==> config.mk <==
export PLATFORM = sky130hd
export DESIGN_NAME = tpu_host_sequencer
export DESIGN_NICKNAME = d
export VERILOG_FILES = /design/src/rtl/tpu_host_sequencer.sv
export SDC_FILE = /design/constraint.sdc
export NUM_CORES = 1
export LEC_CHECK = 0
export ABC_AREA = 1
export BUFFER_PORTS_ARGS = -buffer_cell sky130_fd_sc_hd__buf_4
export CELL_PAD_IN_SITES_DETAIL_PLACEMENT = 0
export CELL_PAD_IN_SITES_GLOBAL_PLACEMENT = 2
export CORE_MARGIN = 4
export CORE_UTILIZATION = 42
export CTS_CLUSTER_SIZE = 25
export DETAILED_ROUTE_END_ITERATION = 16
export PLACE_DENSITY_LB_ADDON = 0.1
export SYNTH_ARGS = -nofsm -noshare
export SYNTH_HDL_FRONTEND = slang
export SYNTH_SLANG_ARGS = --single-unit
export TNS_END_PERCENT = 5
==> constraint.sdc <==
create_clock -name clk -period 4.4 [get_ports clk]
set_input_delay 0.66 -clock clk [delete_from_list [all_inputs] [get_ports clk]]
set_output_delay 0.66 -clock clk [all_outputs]
set_load 0.005 [all_outputs]
==> src/rtl/tpu_host_sequencer.sv <==
// Host-side job sequencer for the TPU: buffers operands, bursts them in,
// waits for done, captures the result stream and drains it to the host.
module tpu_host_sequencer #(
   parameter int LOAD_BYTES = 8,
   parameter int RES_BYTES  = 8,
   parameter int TIMEOUT    = 255
) (
   input  logic       clk,
   input  logic       rst,
   input  logic [7:0] s_data,
   input  logic       s_valid,
   output logic       s_ready,
   input  logic       cfg_transpose,
   input  logic       cfg_activation,
   output logic [7:0] tpu_ui_in,
   output logic [7:0] tpu_uio_in,
   input  logic [7:0] tpu_uo_out,
   input  logic       tpu_done,
   output logic [7:0] m_data,
   output logic       m_valid,
   input  logic       m_ready,
   output logic       m_last,
   output logic       busy,
   output logic       timeout_err
);

   localparam int LW = $clog2(LOAD_BYTES);
   localparam int RW = (RES_BYTES > 1) ? $clog2(RES_BYTES) : 1;
   localparam int TW = $clog2(TIMEOUT + 1);

   localparam logic [LW-1:0] L_LAST = LW'(LOAD_BYTES - 1);
   localparam logic [RW-1:0] R_LAST = RW'(RES_BYTES - 1);
   localparam logic [TW-1:0] T_LAST = TW'(TIMEOUT - 1);

   typedef enum logic [2:0] {
      S_IDLE,
      S_FILL,
      S_BURST,
      S_WAIT,
      S_CAPTURE,
      S_DRAIN
   } state_t;

   state_t        state;
   logic [LW-1:0] ld_idx;
   logic [RW-1:0] rs_idx;
   logic [RW-1:0] rs_nxt;
   logic [TW-1:0] timer;
   logic          cfg_tr;
   logic          cfg_act;
   logic          op_wr;
   logic          rs_wr;

   logic [7:0] op_buf [LOAD_BYTES];
   logic [7:0] rbuf   [RES_BYTES];

   assign s_ready = (state == S_IDLE) || (state == S_FILL);
   assign busy    = (state != S_IDLE);
   assign op_wr   = s_valid && s_ready;
   assign rs_wr   = (state == S_WAIT && tpu_done)
                 || (state == S_CAPTURE);
   assign rs_nxt  = rs_idx + RW'(1);

   // ld_idx is 0 in IDLE, so the first accept lands in op_buf[0]
   always_ff @(posedge clk) begin
      if (op_wr)
         op_buf[ld_idx] <= s_data;
   end

   always_ff @(posedge clk) begin
      if (rs_wr)
         rbuf[rs_idx] <= tpu_uo_out;
   end

   always_ff @(posedge clk or posedge rst) begin
      if (rst) begin
         state       <= S_IDLE;
         ld_idx      <= '0;
         rs_idx      <= '0;
         timer       <= '0;
         cfg_tr      <= 1'b0;
         cfg_act     <= 1'b0;
         tpu_ui_in   <= '0;
         tpu_uio_in  <= '0;
         m_data      <= '0;
         m_valid     <= 1'b0;
         m_last      <= 1'b0;
         timeout_err <= 1'b0;
      end else begin
         unique case (state)
            S_IDLE: begin
               if (s_valid) begin
                  cfg_tr      <= cfg_transpose;
                  cfg_act     <= cfg_activation;
                  timeout_err <= 1'b0;
                  ld_idx      <= LW'(1);
                  state       <= S_FILL;
               end
            end
            S_FILL: begin
               if (s_valid) begin
                  if (ld_idx == L_LAST) begin
                     // byte 0 goes out on the same edge, so load_en
                     // and the cfg bits rise together with BURST
                     tpu_ui_in  <= op_buf[0];
                     tpu_uio_in <= {5'b0, cfg_act, cfg_tr, 1'b1};
                     ld_idx     <= LW'(1);
                     state      <= S_BURST;
                  end else begin
                     ld_idx <= ld_idx + LW'(1);
                  end
               end
            end
            S_BURST: begin
               if (ld_idx == '0) begin
                  tpu_ui_in     <= '0;
                  tpu_uio_in[0] <= 1'b0;
                  timer         <= '0;
                  state         <= S_WAIT;
               end else begin
                  tpu_ui_in <= op_buf[ld_idx];
                  ld_idx    <= (ld_idx == L_LAST) ? '0
                                                  : ld_idx + LW'(1);
               end
            end
            S_WAIT: begin
               timer <= timer + TW'(1);
               if (tpu_done) begin
                  if (RES_BYTES == 1) begin
                     m_data  <= tpu_uo_out;
                     m_valid <= 1'b1;
                     m_last  <= 1'b1;
                     rs_idx  <= '0;
                     state   <= S_DRAIN;
                  end else begin
                     rs_idx <= RW'(1);
                     state  <= S_CAPTURE;
                  end
               end else if (timer == T_LAST) begin
                  timeout_err <= 1'b1;
                  tpu_uio_in  <= '0;
                  state       <= S_IDLE;
               end
            end
            S_CAPTURE: begin
               if (rs_idx == R_LAST) begin
                  m_data  <= rbuf[0];
                  m_valid <= 1'b1;
                  m_last  <= 1'b0;
                  rs_idx  <= '0;
                  state   <= S_DRAIN;
               end else begin
                  rs_idx <= rs_nxt;
               end
            end
            S_DRAIN: begin
               if (m_ready) begin
                  if (rs_idx == R_LAST) begin
                     m_data     <= '0;
                     m_valid    <= 1'b0;
                     m_last     <= 1'b0;
                     rs_idx     <= '0;
                     tpu_uio_in <= '0;
                     state      <= S_IDLE;
                  end else begin
                     m_data <= rbuf[rs_nxt];
                     m_last <= (rs_nxt == R_LAST);
                     rs_idx <= rs_nxt;
                  end
               end
            end
            default: state <= S_IDLE;
         endcase
      end
   end

endmodule

==> results.md, run 1 <==
- Power share of the clock group: 25.7%
- Startpoint type of the worst setup path: flop
- Met2 usage: 30.9%
- Fraction of registers with async set/reset: 24.3%
- Worst Reg-to-Reg Cells: 6
- Combinational share of power: 37.6%
- Critical setup path kind: reg -> reg
- Slew headroom: 34.9%
- Post-Syn Area per Cell: 9.94 um^2
- Height of the die: 143 um
- CTS Hold Buffers Added: 0
- Number of buffers added on ports: 46
- Reg2Reg Launch Point: state[0]
- Drt pass-1 iters: 5
- Worst vdd ir: 344 uV
- Clock-pin slew on the worst setup and hold paths: 70 ps
- Highest Clock Rate: 410 MHz
- CTS root buffer: clkbuf_16
- Hold crit path type: in -> async
- Placer Congestion: 0.823
- Vias/cell: 4.89
- Clk_lat worst skew: 420 ps
- EDFF count, synth: 128
- Top-count cell post-synth: nand2_1
- CP required: 4450 ps
- Final worst setup slack: 1960 ps
- RSZ-0062 raised after global routing: false
- Initial core utilization: 42.7%
- Util after Layout: 49.2%
- Top cells by area in the synthesized netlist: edfxtp_1 (50%), nand2_1 (14%), dfrtp_1 (13%), nor2_1 (3.1%), nand3_1 (2.2%)
- Mapped Area: 7670 um^2
- TritonCTS clock tree: yes
- Routed vias: 5,206
- Gr usage total: 17.2%
- Setup Viol. Count Final: 0
- Outcome: completed
- Fin crit share: 55.5%
- Register area share after synthesis: 63.4%
- Final wirelength: 17.0 mm
- Sw frac: 39.1%
- Vias in the first global route: 5,298
- Sequential share of power: 36.8%
- H-tree depth: 4
- Largest net degree at the start of global routing: 42
- DR DRC count: 0
- First-pass GRT wire length: 27.2 mm
- Sw Pwr: 2.28 mW
- Post-detail-place hpwl: 12.1 mm
- Crit path DAT: 2490 ps
- Die Width: 143 um
- Core Area: 18,000 um^2
- Most common library cells after synthesis: nand2_1 (294), edfxtp_1 (128), nor2_1 (64), dfrtp_1 (41), inv_1 (38)
- Grt met1 use: 20.9%
- WHS: 376 ps
- Initial antenna violation count: 0
- Area growth syn-to-layout: 15.0%
- Top fanout value on the critical path: 8
- Pre-CTS WS: 1940 ps
- Final TNS setup: 0 ps
- Met3 GRT Util: 3.35%
- Final min period: 2440 ps
- Worst R2R End: rbuf[6][2]
- Slew at the pin closest to its max-slew limit: 967 ps
- Internal power: 3.55 mW
- Busiest grt layer: met2
- CTS resizes: 0
- Ys flop type: edfxtp_1
- Max-cap viol count: 0
- Cell Rows: 49
- Synth top area share: 50.1%
- Reg2Reg Setup Slack: 1960 ps
- Pwr Density: 661 nW/um^2
- Max clock buf depth: 2
- Aggregate global routing overflow: 0
- Crit. End Element: flop
- Wire per inst: 16.0 um
- Final #Nets: 854
- ANT cells: 0
- Leakage Power: 3.79 nW
- Fraction of layout cells with a size suffix above 1: 15.7%
- CTS buffer count: 17
- 1st-iter DRT viols: 313
- Warnings, synthesis: 0
- Cell taking the most area after synthesis: edfxtp_1
- Fin. max-slew vios: 0
- Post-CTS setup buffer count: 0
- Die area: 20,500 um^2
- Post-route ant nets: 0
- Hold Vio Cnt, Final: 0
- Clock Sinks: 169
- Distinct cells, synth: 40
- Seq cells post-synth: 169
- Clk_skew: 7.96 ps
- Ports: 52
- Mapped Cells: 772
## state kept, by name, indices dropped and copies added, names as in the netlist
name,count
timeout_err,1
m_data,8
op_buf,64
rbuf,64
tpu_uio_in,3
cfg_act,1
cfg_tr,1
timer,8
rs_idx,3
tpu_ui_in,8
state,3
ld_idx,3
m_last,1
m_valid,1
## stage by stage
step,area [um^2],power (mW),instances
2_1_floorplan,7690,3.71,776
3_3_place_gp,8240,4.37,1032
3_5_place_dp,8240,4.39,1032
4_1_cts,8830,5.89,1064
5_1_grt,8830,6.27,1064
6_report,8830,5.83,1064
## cells by family after synthesis
group	Yosys count	synth area share [%]
AOI/OAI and AO/OA	73	5.17
xor gates and xnor gates	1	0.114
adders and majority gates	9	1.47
buffers and inverters	84	5.07
DFF	169	63.4
muxes	5	0.685
other	1	0.0489
and+or+nand+nor	430	24.0
## placed cells by master, fill, tap and decap left out, types with 3 or more instances in the layout
cell and count:
nand4_1 5, conb_1 5, clkbuf_16 17, a21oi_1 24
inv_1 37, nor4_1 8, clkinv_4 4, clkinv_1 4
dfrtp_1 41, nand2_2 7, inv_6 5, nor2_4 3
mux2i_1 3, ha_1 9, edfxtp_1 128, o21ai_1 13
nand2_4 7, inv_2 9, buf_4 60, nand2_1 294
a22oi_1 3, nand3_1 34, o21ai_0 26, nor2_1 64
## worst max-delay path, cell delays in order, from the launching register on
cell	delay (ps)
dfrtp_1	610
inv_2	180
nor2_4	230
nand2_2	130
o31ai_2	120
nand2_1	190
nor2_1	600
## area by class of cell
| cell class | count | area, um^2 |
|---|---|---|
| multi-input cells | 523 | 2430 |
| well taps | 229 | 287 |
| clock buffers | 17 | 425 |
| flip-flops and latches | 169 | 4870 |
| repair buffers | 60 | 450 |
| clock inverters | 15 | 165 |
| inverters | 51 | 201 |
| fillers | 1653 | 9130 |
## per-layer routing
| metal | vias up | routed length [um] |
|---|---|---|
| met5 | - | 0 |
| met4 | 0 | 295 |
| met3 | 21 | 487 |
| met2 | 81 | 8950 |
| met1 | 2469 | 7300 |
| li1 | 2635 | - |
## worst max-delay path by stage
stage,start,endpoint,slack (ps)
2_1_floorplan,state[0],op_buf[0][0],2200
3_3_place_gp,state[0],op_buf[0][3],1920
3_5_place_dp,state[0],rbuf[7][0],1940
4_1_cts,state[0],rbuf[7][1],1930
5_1_grt,state[0],rbuf[7][2],1740
6_report,state[0],rbuf[6][2],1960
## power groups by stage
| stage | registers, mW | logic [mW] | clock network (mW) |
|---|---|---|---|
| 6_report | 2.14 | 2.19 | 1.50 |
| 5_1_grt | 2.17 | 2.50 | 1.60 |
| 3_3_place_gp | 2.17 | 2.20 | 0 |
| 2_1_floorplan | 2.11 | 1.60 | 0 |
| 4_1_cts | 2.15 | 2.22 | 1.52 |
| 3_5_place_dp | 2.18 | 2.21 | 0 |
No activity file was read; power rests on OpenSTA's default activity.
==> inputs of run 2 (changes only) <==
--- a/config.mk
+++ b/config.mk
@@ -10,7 +10,7 @@
 export CELL_PAD_IN_SITES_DETAIL_PLACEMENT = 0
 export CELL_PAD_IN_SITES_GLOBAL_PLACEMENT = 2
 export CORE_MARGIN = 4
-export CORE_UTILIZATION = 42
+export CORE_UTILIZATION = 39
 export CTS_CLUSTER_SIZE = 25
 export DETAILED_ROUTE_END_ITERATION = 16
 export PLACE_DENSITY_LB_ADDON = 0.1
==> constraint.sdc (replaced) <==
create_clock -name clk -period 2.4 [get_ports clk]
set_input_delay 0.36 -clock clk [delete_from_list [all_inputs] [get_ports clk]]
set_output_delay 0.36 -clock clk [all_outputs]
set_load 0.005 [all_outputs]
==> results.md, run 2 (synthesized netlist as in run 1, its figures left out) <==
- Largest net degree at the start of global routing: 42 (unchanged)
- CTS Hold Buffers Added: 0 (unchanged)
- Reg area: 4870 um^2 (unchanged)
- Placer Congestion: 0.802 (was 0.823)
- Final TNS setup: 0 ps (unchanged)
- Clk_skew: 9.30 ps (was 7.96 ps)
- Critical setup path kind: reg -> reg (unchanged)
- Number of buffers added on ports: 46 (unchanged)
- Vias/cell: 4.78 (was 4.89)
- Initial core utilization: 39.6% (was 42.7%)
- Largest regs: op_buf: 64 flops, rbuf: 64 flops (unchanged)
- # fillers: 1,873 (was 1,653)
- First-pass GRT wire length: 29.0 mm (was 27.2 mm)
- Final wirelength: 18.3 mm (was 17.0 mm)
- DP Area: 8380 um^2 (was 8240 um^2)
- Most frequent cells in the layout: nand2_1 (294), edfxtp_1 (128), buf_4 (73) (was nand2_1 (294), edfxtp_1 (128), nor2_1 (64))
- Height of the die: 148 um (was 143 um)
- Final #Nets: 867 (was 854)
- Wire per inst: 16.4 um (was 16.0 um)
- Post-detail-place hpwl: 13.1 mm (was 12.1 mm)
- Slew headroom: 64.1% (was 34.9%)
- Post-CTS setup buffer count: 0 (unchanged)
- Multi-input gate area: 2430 um^2 (unchanged)
- CTS buffer count: 17 (unchanged)
- Startpoint type of the worst setup path: flop (unchanged)
- Core Area: 19,400 um^2 (was 18,000 um^2)
- Outcome: completed (unchanged)
- Highest Clock Rate: 497 MHz (was 410 MHz)
- Drt pass-1 iters: 4 (was 5)
- CP peak stage delay: 520 ps (was 610 ps)
- Leakage Power: 3.85 nW (was 3.79 nW)
- TritonCTS clock tree: yes (unchanged)
- Slew at the pin closest to its max-slew limit: 538 ps (was 967 ps)
- 1st-iter DRT viols: 362 (was 313)
- ANT cells: 0 (unchanged)
- Crit. End Element: flop (unchanged)
- Cell Rows: 51 (was 49)
- Post-route ant nets: 0 (unchanged)
- Met3 WL: 658 um (was 487 um)
- Hold crit path type: in -> async (unchanged)
- CTS resizes: 0 (unchanged)
- Max clock buf depth: 2 (unchanged)
- Clock Sinks: 169 (unchanged)
- Clock-pin slew on the worst setup and hold paths: 60 ps (was 70 ps)
- Top fanout value on the critical path: 12 (was 8)
- Gr usage total: 17.3% (was 17.2%)
- Routed vias: 5,318 (was 5,206)
- Final min period: 2010 ps (was 2440 ps)
- Fin crit share: 83.8% (was 55.5%)
- Initial antenna violation count: 0 (unchanged)
- Crit path DAT: 2350 ps (was 2490 ps)
- CTS root buffer: clkbuf_16 (unchanged)
- Most common cell after layout, fill and taps aside: nand2_1 (unchanged)
- CP required: 2740 ps (was 4450 ps)
- Die area: 22,000 um^2 (was 20,500 um^2)
- Clk_lat worst skew: 420 ps (about the same)
- Hold Vio Cnt, Final: 0 (unchanged)
- Ports: 52 (unchanged)
- Top sig layer: met4 (unchanged)
- H-tree depth: 4 (unchanged)
- Worst vdd ir: 550 uV (was 344 uV)
- WL met2: 8.06 mm (was 8.95 mm)
- Fraction of layout cells with a size suffix above 1: 16.8% (was 15.7%)
- Aggregate global routing overflow: 0 (unchanged)
- Die Width: 148 um (was 143 um)
- Area growth syn-to-layout: 17.0% (was 15.0%)
- RSZ-0062 raised after global routing: false (unchanged)
- Max-cap viol count: 0 (unchanged)
- Crit-path cells: ha_1, ha_1, inv_1, nand3_1, nand3_1, a21oi_1 (was inv_2, nor2_4, nand2_2, o31ai_2, nand2_1, nor2_1)
- Final instance area: 8980 um^2 (was 8830 um^2)
- Met1 WL: 9.26 mm (was 7.30 mm)
- Pwr Density: 1210 nW/um^2 (was 661 nW/um^2)
- Setup Viol. Count Final: 0 (unchanged)
- Vias in the first global route: 5,268 (was 5,298)
- DR DRC count: 0 (unchanged)
- Critical path's slowest cell: ha_1 (was dfrtp_1)
- Fin. max-slew vios: 0 (unchanged)
[run 2: changes by cell type in the layout (fill, tap and decap cells not counted), sizes merged]
cell | before | now
buf | 60 | 73
clkinv | 9 | 5
clkinvlp | 0 | 2
bufinv | 2 | 3
clkbuf | 17 | 18
inv | 55 | 54
[run 2: area by class of cell]
| type | instances | share of cell area [%] |
|---|---|---|
| sequential | 169 | 54.2 |
| multi-input combinational | 523 | 27.1 |
| timing repair buffer | 73 | 6.10 |
| clock buffer | 18 | 4.78 |
| tap | 265 | 3.69 |
| inverter | 51 | 2.24 |
| clock inverter | 13 | 1.87 |
[run 2: critical path: cells and delay by family (launching register included)]
family / cells / cell delay [ps]
fa+ha+maj: 2 / 810
compound gates: 1 / 150
flops: 1 / 510
simple gates: 2 / 240
buf+inv: 1 / 230
[run 2: path summary, 6_finish.rpt]
path,startpoint,endpoint,slack (ps),depth (start not counted)
worst max-delay path,rs_idx[0],m_data[3],390,6
worst min-delay path,rst,timer[7],70,3
worst max register to register,rs_idx[0],m_data[3],390,6
worst min register to register,timer[5],timer[5],490,1
max in group asynchronous,rst,m_data[0],1960,3
min in group clk,cfg_activation,cfg_act,170,2
[run 2: per-layer routing]
metal | vias up | track usage, %
met3 | 21 | 2.74
met4 | 0 | 6.05
met1 | 2523 | 25.7
li1 | 2672 | -
met5 | - | 0
met2 | 102 | 25.9
[run 2: per-stage QoR]
step	instances	hold WS, ps	util (%)	total power, mW	setup slack [ps]
6_report	1112	67.6	46.3	10.9	389
5_1_grt	1112	111	46.3	11.8	185
4_1_cts	1112	88.1	46.3	11.0	376
3_5_place_dp	1081	483	43.2	8.20	392
3_3_place_gp	1081	468	43.2	8.18	407
2_1_floorplan	776	446	-	6.80	197
[run 2: power by group]
| part | switching (mW) | leakage, nW | internal [mW] |
|---|---|---|---|
| sequential | 0.280 | 1.66 | 3.60 |
| clock | 1.14 | 0.285 | 1.65 |
| combinational | 2.83 | 1.91 | 1.41 |
| total | 4.25 | 3.85 | 6.66 |
==> inputs of run 3 (changes only) <==
--- a/config.mk
+++ b/config.mk
@@ -10,7 +10,7 @@
 export CELL_PAD_IN_SITES_DETAIL_PLACEMENT = 0
 export CELL_PAD_IN_SITES_GLOBAL_PLACEMENT = 2
 export CORE_MARGIN = 4
-export CORE_UTILIZATION = 39
+export CORE_UTILIZATION = 35
 export CTS_CLUSTER_SIZE = 25
 export DETAILED_ROUTE_END_ITERATION = 16
 export PLACE_DENSITY_LB_ADDON = 0.1
==> constraint.sdc (replaced) <==
create_clock -name clk -period 1.8 [get_ports clk]
set_input_delay 0.27 -clock clk [delete_from_list [all_inputs] [get_ports clk]]
set_output_delay 0.27 -clock clk [all_outputs]
set_load 0.005 [all_outputs]
==> results.md, run 3 (synthesized netlist as in run 1, its figures left out) <==
- Startpoint type of the worst setup path: flop (unchanged)
- Routed vias: 5,416 (was 5,318)
- Area growth syn-to-layout: 21.1% (was 17.0%)
- CTS buffer count: 17 (unchanged)
- Largest net degree at the start of global routing: 39 (was 42)
- Setup Viol. Count Final: 0 (unchanged)
- Final instance area: 9300 um^2 (was 8980 um^2)
- Worst vdd ir: 669 uV (was 550 uV)
- First-pass GRT wire length: 29.7 mm (was 29.0 mm)
- Sw frac: 39.5% (was 38.9%)
- Placer Congestion: 0.798 (was 0.802)
- Fin. max-slew vios: 0 (unchanged)
- Largest regs: op_buf: 64 flops, rbuf: 64 flops (unchanged)
- Vias in the first global route: 5,353 (was 5,268)
- Initial core utilization: 36.1% (was 39.6%)
- Die Width: 156 um (was 148 um)
- Top fanout value on the critical path: 9 (was 12)
- Combinational share of power: 41.6% (was 38.9%)
- Final worst setup slack: 62.6 ps (was 389 ps)
- Vias/cell: 4.71 (was 4.78)
- Fin crit share: 96.5% (was 83.8%)
- Final min period: 1740 ps (was 2010 ps)
- Drt pass-1 iters: 5 (was 4)
- RSZ-0062 raised after global routing: true (was false)
- Final TNS setup: 0 ps (unchanged)
- Sw Pwr: 5.92 mW (was 4.25 mW)
- Clk_skew: 7.69 ps (was 9.30 ps)
- DR DRC count: 0 (unchanged)
- ANT cells: 0 (unchanged)
- DP Area: 8690 um^2 (was 8380 um^2)
- Hold crit path type: in -> reg (was in -> async)
- Most common cell after layout, fill and taps aside: nand2_1 (unchanged)
- Post-route ant nets: 0 (unchanged)
- CP peak stage delay: 420 ps (was 520 ps)
- Highest Clock Rate: 576 MHz (was 497 MHz)
- Post-detail-place hpwl: 13.4 mm (was 13.1 mm)
- Critical path's slowest cell: dfrtp_1 (was ha_1)
- Reg2Reg Launch Point: state[2] (was rs_idx[0])
- Clk_lat worst skew: 420 ps (about the same)
- Pwr Density: 1610 nW/um^2 (was 1210 nW/um^2)
- Critical path buffers and inverters: 3 (was 1)
- Fraction of layout cells with a size suffix above 1: 21.3% (was 16.8%)
- Clock-pin slew on the worst setup and hold paths: 70 ps (was 60 ps)
- Placed Cells: 1,117 (was 1,081)
- Ports: 52 (unchanged)
- Critical setup path kind: reg -> reg (unchanged)
- CTS root buffer: clkbuf_16 (unchanged)
- Clock Sinks: 169 (unchanged)
- Pre-CTS WS: 79.9 ps (was 392 ps)
- Crit. End Element: flop (unchanged)
- Cell Rows: 53 (was 51)
- CP dominant cell by count: buf_4
- Final #Nets: 895 (was 867)
- Power share of the clock group: 23.9% (was 25.5%)
- Internal power: 9.08 mW (was 6.66 mW)
- H-tree depth: 4 (unchanged)
- Util after Layout: 43.7% (was 46.3%)
- CP startpoint: state[2] (was rs_idx[0])
- Filler-free cell count of the finished design: 1,151 (was 1,112)
- Max clock buf depth: 2 (unchanged)
- Slew at the pin closest to its max-slew limit: 504 ps (was 538 ps)
- Aggregate global routing overflow: 0 (unchanged)
- Die area: 24,400 um^2 (was 22,000 um^2)
- Gr usage total: 15.9% (was 17.3%)
- WHS: 76.6 ps (was 67.6 ps)
- 1st-iter DRT viols: 321 (was 362)
- CP required: 1940 ps (was 2740 ps)
- TritonCTS clock tree: yes (unchanged)
- Outcome: completed (unchanged)
- Number of buffers added on ports: 46 (unchanged)
- Final wirelength: 18.8 mm (was 18.3 mm)
- Pwr Total: 15.0 mW (was 10.9 mW)
- Max-cap viol count: 0 (unchanged)
- Slew headroom: 66.3% (was 64.1%)
- Sequential share of power: 34.5% (was 35.6%)
- Hold Path Origin: cfg_activation
- Leakage Power: 4.00 nW (was 3.85 nW)
- Most frequent cells in the layout: nand2_1 (294), edfxtp_1 (128), buf_4 (96) (was nand2_1 (294), edfxtp_1 (128), buf_4 (73))
- Height of the die: 156 um (was 148 um)
- Crit-path leading delay family: simple AND/OR/NAND/NOR gates (was adder cells)
- Wire per inst: 16.3 um (was 16.4 um)
- Hold Vio Cnt, Final: 0 (unchanged)
- Initial antenna violation count: 0 (unchanged)
- Crit-path cells: inv_4, buf_4, nand3_4, nand2_2, nand2_4, nor4_2, buf_4 (was ha_1, ha_1, inv_1, nand3_1, nand3_1, a21oi_1)
- Crit path DAT: 1880 ps (was 2350 ps)
- Core Area: 21,300 um^2 (was 19,400 um^2)
-- run 3: cell types whose count changed in the layout (fill, tap and decap cells not counted), sizes merged --
cell,delta
inv,+6
dlygate4sd3,+1
clkbuf,-1
clkinv,-2
buf,+27
bufinv,-2
-- run 3: power by group through the flow --
stage               Clock (mW)  Sequential (mW)  Combinational [mW]
finish                    3.59             5.17                6.25
detailed placement           0             5.25                6.26
floorplan                    0             5.15                3.98
global route              3.87             5.23                7.06
CTS                       3.69             5.18                6.29
global placement             0             5.24                6.23
-- run 3: worst paths after layout --
| kind | endpoint | depth (start not counted) | slack, ps |
|---|---|---|---|
| worst max-delay path | op_buf[2][1] | 7 | 60 |
| worst min-delay path | cfg_act | 2 | 80 |
| worst max register to register | op_buf[2][1] | 7 | 60 |
| worst min register to register | tpu_uio_in[0] | 2 | 480 |
| max in group asynchronous | rs_idx[0] | 4 | 840 |
| min in group asynchronous | tpu_uio_in[0] | 3 | 440 |
-- run 3: worst reg2reg max path, delay by kind of cell (launching register included) --
kind          cells  cell delay [ps]
flops             1              420
buf+inv           3              450
simple gates      4              590
-- run 3: cell type report --
type	count	area, um^2
inverter	51	205
clock buffer	17	425
tap	275	344
multi-input combinational	523	2490
clock inverter	15	154
sequential	169	4870
timing repair buffer	101	811
fill	2046	12000
-- run 3: repair_timing --
action | CTS | global route
hold buffers | 1 | 0
endpoints found under the setup margin | 0 | 11
gates resized for setup | 0 | 6
setup buffers | 0 | 1
endpoints found under the hold margin | 20 | 0
-- run 3: routing by layer --
metal	up-vias	wire (um)	track usage, %
li1	2720	-	-
met1	2570	9220	22.9
met2	110	8600	24.5
met3	16	707	3.05
met4	0	270	4.59
met5	-	0	0
